**src/rtl/apr_event_ctl.sv**
```systemverilog
// apr_event_ctl: width-generic APR event flag controller.
// Sticky per-channel event flags with interrupt enables, CONO-style
// set/clear/enable/disable commands, a PI assignment register, first-event
// capture and saturating per-channel occurrence counters, all readable
// through a combinational diagnostic mux.
module apr_event_ctl #(
    parameter int              NCH       = 8,
    parameter int              CNTW      = 4,
    parameter logic [NCH-1:0]  EDGE_MASK = '0,
    parameter int              PIAW      = 3,
    localparam int             IDXW      = (NCH > 1) ? $clog2(NCH) : 1,
    localparam int             RDW       = (NCH > CNTW + IDXW + 1) ? NCH : CNTW + IDXW + 1
) (
    input  logic             clk,
    input  logic             RESET,
    input  logic [NCH-1:0]   ebus_data,
    input  logic             sel_en,
    input  logic             sel_dis,
    input  logic             sel_set,
    input  logic             sel_clr,
    input  logic             load_pia,
    input  logic [PIAW-1:0]  pia_in,
    input  logic [NCH-1:0]   ev_src,
    input  logic [1:0]       diag_sel,
    input  logic [IDXW-1:0]  rd_ch,
    output logic [RDW-1:0]   rd_data,
    output logic [NCH-1:0]   flag,
    output logic [NCH-1:0]   int_en,
    output logic             apr_interrupt,
    output logic [PIAW-1:0]  pia,
    output logic             any_err_flg,
    output logic             first_valid,
    output logic [IDXW-1:0]  first_idx
);

    // Counter increment that sticks at all-ones.
    function automatic logic [CNTW-1:0] sat_inc(input logic [CNTW-1:0] c);
        return (&c) ? c : c + CNTW'(1);
    endfunction

    // Index of the lowest set bit (0 when none are set).
    function automatic logic [IDXW-1:0] lowest_idx(input logic [NCH-1:0] v);
        logic [IDXW-1:0] idx;
        idx = '0;
        for (int i = NCH - 1; i >= 0; i--) begin
            if (v[i]) idx = IDXW'(i);
        end
        return idx;
    endfunction

    logic [NCH-1:0]  src_q;
    logic [NCH-1:0]  hit;
    logic [NCH-1:0]  set_m;
    logic [NCH-1:0]  clr_m;
    logic [NCH-1:0]  en_m;
    logic [NCH-1:0]  dis_m;
    logic [NCH-1:0]  flag_nxt;
    logic [NCH-1:0]  int_en_nxt;
    logic [NCH-1:0]  rise;
    logic [CNTW-1:0] cnt [NCH];

    // Event detection and next-state flag / enable terms; hit and set beat clear.
    always_comb begin
        hit        = (EDGE_MASK & ev_src & ~src_q) | (~EDGE_MASK & ev_src);
        set_m      = {NCH{sel_set}} & ebus_data;
        clr_m      = {NCH{sel_clr}} & ebus_data;
        en_m       = {NCH{sel_en}}  & ebus_data;
        dis_m      = {NCH{sel_dis}} & ebus_data;
        flag_nxt   = hit | set_m | (flag & ~clr_m);
        int_en_nxt = en_m | (int_en & ~dis_m);
        rise       = flag_nxt & ~flag;
    end

    // Control state: flags, enables, source history, PIA and first-event capture.
    always_ff @(posedge clk) begin
        if (RESET) begin
            flag        <= '0;
            int_en      <= '0;
            src_q       <= '0;
            pia         <= '0;
            any_err_flg <= 1'b0;
            first_valid <= 1'b0;
            first_idx   <= '0;
        end else begin
            flag        <= flag_nxt;
            int_en      <= int_en_nxt;
            src_q       <= ev_src;
            any_err_flg <= |flag_nxt;
            if (load_pia) pia <= pia_in;
            // A newly rising flag is captured before an all-clear can drop first_valid.
            if (!first_valid && (|rise)) begin
                first_valid <= 1'b1;
                first_idx   <= lowest_idx(rise);
            end else if (!(|flag_nxt)) begin
                first_valid <= 1'b0;
            end
        end
    end

    // Occurrence counters: a clear with a simultaneous hit restarts at one.
    always_ff @(posedge clk) begin
        for (int i = 0; i < NCH; i++) begin
            if (RESET) begin
                cnt[i] <= '0;
            end else if (clr_m[i]) begin
                cnt[i] <= hit[i] ? CNTW'(1) : '0;
            end else if (hit[i]) begin
                cnt[i] <= sat_inc(cnt[i]);
            end
        end
    end

    // Diagnostic read mux, zero-extended; out-of-range channels read zero.
    always_comb begin
        rd_data = '0;
        case (diag_sel)
            2'd0: rd_data = RDW'(flag);
            2'd1: rd_data = RDW'(int_en);
            2'd2: rd_data = RDW'({first_valid, first_idx});
            default: begin
                if (int'(rd_ch) < NCH) rd_data = RDW'(cnt[rd_ch]);
            end
        endcase
    end

    assign apr_interrupt = |(flag & int_en);

endmodule

```
**config.mk**
```make
export PLATFORM = sky130hd
export DESIGN_NAME = apr_event_ctl
export DESIGN_NICKNAME = d
export VERILOG_FILES = /design/src/rtl/apr_event_ctl.sv
export SDC_FILE = /design/constraint.sdc
export NUM_CORES = 1
export LEC_CHECK = 0
export ABC_AREA = 1
export CAP_MARGIN = 25
export CORE_MARGIN = 4
export CORE_UTILIZATION = 47
export DETAILED_ROUTE_END_ITERATION = 7
export GPL_TIMING_DRIVEN = 0
export PLACE_DENSITY = 0.77
export SYNTH_ARGS = -nofsm -noshare
export SYNTH_HDL_FRONTEND = slang
export SYNTH_SLANG_ARGS = --single-unit
```
**constraint.sdc**
```tcl
create_clock -name clk -period 1.2 [get_ports clk]
set_input_delay 0.24 -clock clk [delete_from_list [all_inputs] [get_ports clk]]
set_output_delay 0.24 -clock clk [all_outputs]
set_load 0.01 [all_outputs]
```
# After elaboration in Yosys (flattened, before gate mapping)
# Memories as Yosys holds them, arrays and structs flattened.
# Index checks and enable logic that the tools add are counted.
[op_classes]
n_bitwise = 30
mux = 101
n_eq_ne = 3
addsub = 8
mul = 0
shift = 0
reduce_logical = 14
div_mod_pow = 0
magnitude_cmp = 0
[ops]
columns = ["cell", "count"]
rows = [
  ["4-bit two-way mux", 24],
  ["1-bit two-way mux", 68],
  ["8-bit bitwise AND", 8],
  ["4-bit by 1-bit adder with 4-bit output, second input constant", 8],
  ["4-bit AND reduction", 8],
  ["3-bit two-way mux", 8],
  ["8-bit inverter", 3],
  ["8-bit OR", 3],
  ["8-bit case mux with 3 select lines", 1],
  ["8-bit OR reduction", 3],
  ["1-bit OR", 16],
  ["2-bit by 1-bit == test with 1-bit output, second input constant", 1],
  ["2-bit == test, second input constant", 1],
  ["2-bit zero test", 1],
  ["2-bit by 1-bit inequality test with 1-bit output, second input constant", 1],
  ["1-bit logical AND", 1],
  ["1-bit zero test", 1],
]
[word_totals]
out_inout_bits = 33
in_bits = 31
ff_bits = 24
mem_bits_ro = 0
elab_cells = 163
ramBits = 32
latchBits = 0
n_memories = 1
[memory_table]
columns = ["memory", "depth", "word_bits", "rd", "rd_clocked_by_memory_dff", "wr", "line_no", "text"]
rows = [
  ["cnt", 8, 4, 9, 0, 8, "60", "logic [CNTW-1:0] cnt [NCH];"],
]

# Depth between registers and ports, before layout
[logic_depth]
ltp_word = 13
ltp_mapped = 11
depth_no_buf = 11

# Worst setup path before layout
# No wires, ideal clock.
[synth_path]
path_type = "input port to output port"
start = "input rd_ch[0]"
end = "output rd_data[1]"
t_required_ns = 0.960
cell_stages = 6
arrival_time_ns = 0.977
n_path_buf = 1
path_slack_ns = -0.017
cell_sequence = "inv_2 buf_2 nor2_1 o221ai_1 o21ai_1 o21ai_1"
[synth_between]
elab_chain_len = 2
[synth_lines]
columns = ["item", "line_no", "text"]
rows = [
  ["start, declared", "25", "input logic [IDXW-1:0] rd_ch,"],
  ["memory 8 x 4 bit", "n/a", ""],
  ["8-bit case mux with 3 select lines", "116", "case (diag_sel)"],
  ["end, declared", "26", "output logic [RDW-1:0] rd_data,"],
]
# No other way between the ends.

==> reports/qor.txt <==
Outcome = finished, violations left
Failing checks = negative setup slack
CP Max Fanout = 2
Startpoint types = register
Vias/cell = 5.729
Area growth, synth to finish = 52.05%
Mapped Area = 3228 µm²
Drt drc = 0
Worst Setup Slack post-DPL = -1326 ps
Worst-Margin Slew = 458.2 ps
Hold WS = 226.1 ps
Vias in the first global route = 3439
WP data required = 960 ps
Worst-Skew Late Latency = 310 ps
Cell-by-cell trace of the critical path = nor2_1 -> o22ai_1 -> o21ai_2 -> o21ai_2 -> buf_2
Via count = 3592
Initial Util = 49.70%
Post-synth top area cell = edfxtp_1
Number of synthesized flops with an enable pin = 32
Tcrit/Tclk final = 142.9%
Fillcell total = 436
Worst setup margin = -515.0 ps
Initial DRC Count = 349
Hold buffers post-CTS = 0
Post-synth top cells = 91 x nand2_1, 55 x inv_1, 54 x nor2_1
Critical-path top delay cell = edfxtp_1
Post-DP Area = 3953 µm²
Maxcap violations = 0
CP bufs+invs = 1
CTS tree = built
DP HPWL = 7.191 mm
Drt pass-1 iters = 5
Post-synth top area share = 29.77%
Routed len/inst = 17.35 µm
Chip width = 90.88 µm
Mean Syn Cell Area = 7.650 µm²
H-tree depth = 2
WP data arrival = 1470 ps
Die height = 90.88 µm
Syn Nets = 461
Initial antenna violation count = 0
Post-layout min period = 1715 ps
CP endpoint kind = output pin
Final Cell Area = 4908 µm²
Rows = 29
GRT Resource Usage Total = 24.71%
Fin. Hold Viols = 0
Count leader, synth = nand2_1
Critical path type = reg -> out
Top cell by count, worst path = o21ai_2
I/O Buffers = 62
Synth Flop Type = edfxtp_1
HP Class = in -> reg
Layout cells sized above 1 = 44.55%
Slew Limit Fails = 0
Gpl congestion = 0.9399
Top cell family by delay on the critical path = compound AO/OA/AOI/OAI gates
Syn Inst Count = 422
Final setup fails = 53
GRT overflow = 0
CTS buffer count = 5
P_leak = 2.147 nW
Die ar. = 8258 µm²
Synth unique cells = 34
Core area = 6495 µm²
Worst slew margin = 69.45%
Post-detailed-routing wire length = 10.88 mm
Register area share after synthesis = 44.65%
Max incr delay on CP = 440 ps
Pwr/cell area = 985.4 nW/µm²
Final nets = 588
Diode count = 0
Max Clk Rate = 583.1 MHz
Post-synth ARST share = 0%
Max rail drop VDD = 809.7 µV
Top post-synthesis cells by area = edfxtp_1 30%, dfxtp_1 15%, nand2_1 11%
Clock sinks = 56
Max Root-Sink Buffers = 2
Ys Warns = 0
RSZ-0062 raised after global routing = true
Ports = 64
Largest net degree at the start of global routing = 17
First-pass GRT wire length = 16.49 mm
Worst Clk Skew = 10.23 ps
Root Driver = clkbuf_8
Register bit total from synthesis = 56
CTS clk-pin slew, worst paths = 110 ps
Final ANT Viol Nets = 0
report_power, final:
| part | leakage (nW) | total [mW] | internal, mW | switching [mW] |
|---|---|---|---|---|
| Sequential | 0.567 | 2.33 | 2.19 | 0.137 |
| Clock | 0.0388 | 1.04 | 0.407 | 0.630 |
| Combinational | 1.54 | 1.47 | 0.657 | 0.814 |
| Total | 2.15 | 4.84 | 3.26 | 1.58 |
final timing paths:
kind | slack, ps | from | endpoint | cells after the start
setup / recovery | -510 | cnt[3][1]$_SDFFCE_PN0P_ | rd_data[1] | 5
hold / removal | 230 | ebus_data[0] | int_en[0]$_SDFF_PP0_ | 3
setup reg to reg | -240 | cnt[3][1]$_SDFFCE_PN0P_ | cnt[3][0]$_DFFE_PP_ | 6
hold reg to reg | 470 | first_valid$_SDFFE_PP0P_ | first_valid$_SDFFE_PP0P_ | 2
tightest hold or removal path: stages:
cell	delay [ps]
clkbuf_2	140
nand2_1	80
a21oi_1	60
kinds of logic (layout without fill, tap and decap cells):
logic type      after synthesis  after routing  share of synthesized area [%]
fa+ha+maj                     8              8                          3.101
simple gates                180            180                          23.72
compound gates              111            111                          20.08
xor+xnor                      1              1                         0.2714
buf+inv                      66            194                          8.178
flops                        56             56                          44.65
registers in the layout, indices dropped and copies added, names as in the netlist:
signal	cells
pia	3
first_valid	1
int_en	8
any_err_flg	1
first_idx	3
flag	8
cnt	32
cells in the final DEF (no fill, tap or decap), types with 7 or more instances in the layout:
cell / synthesis / layout
nand2_1: 91 / 69
nor2_1: 54 / 46
buf_4: 1 / 33
edfxtp_1: 32 / 32
inv_1: 55 / 28
inv_2: 3 / 27
buf_6: 0 / 27
nand2_2: 9 / 25
a21oi_1: 33 / 23
dlygate4sd2_1: 0 / 19
o21ai_2: 3 / 17
o21ai_0: 31 / 15
buf_2: 2 / 14
o21ai_1: 10 / 12
a21oi_2: 3 / 12
clkbuf_2: 0 / 12
dfxtp_2: 0 / 11
clkdlybuf4s15_1: 0 / 10
a211oi_1: 10 / 8
dfxtp_4: 0 / 7
repair_timing:
item / 4_1_cts / 5_1_grt
gates cloned: 0 / 1
gates resized for setup: 235 / 122
buffers inserted: 39 / 25
pin swaps: 31 / 43
setup endpoints to repair: 116 / 87
layout make-up:
type	instances	area [µm²]	area share, %
Inverter	59	232.7	4.741
Timing Repair Buffer	120	1016	20.70
Clock buffer	6	72.57	1.478
Clock inverter	2	11.26	0.2294
Buffer	7	60.06	1.224
Tap cell	77	96.34	1.963
Sequential cell	56	1481	30.18
Multi-Input combinational cell	300	1938	39.49
routing by layer:
layer	global-route usage, %	wire length, µm	up-vias
met3	3.917	1029	35
met5	0	0	-
li1	-	-	1687
met2	43.42	5434	209
met1	31.19	4145	1661
met4	7.286	271	0
per-stage QoR:
stage	std cells	total power, mW	setup TNS (ps)	utilization [%]
2_1_floorplan	422	2.892	0	-
3_3_place_gp	561	3.379	-50030	60.86
3_5_place_dp	561	3.409	-53520	60.86
4_1_cts	608	4.599	-6859	70.16
5_1_grt	627	5.038	-9648	75.57
6_report	627	4.837	-7586	75.57
Note: power is estimated with default switching activity, not from simulation.
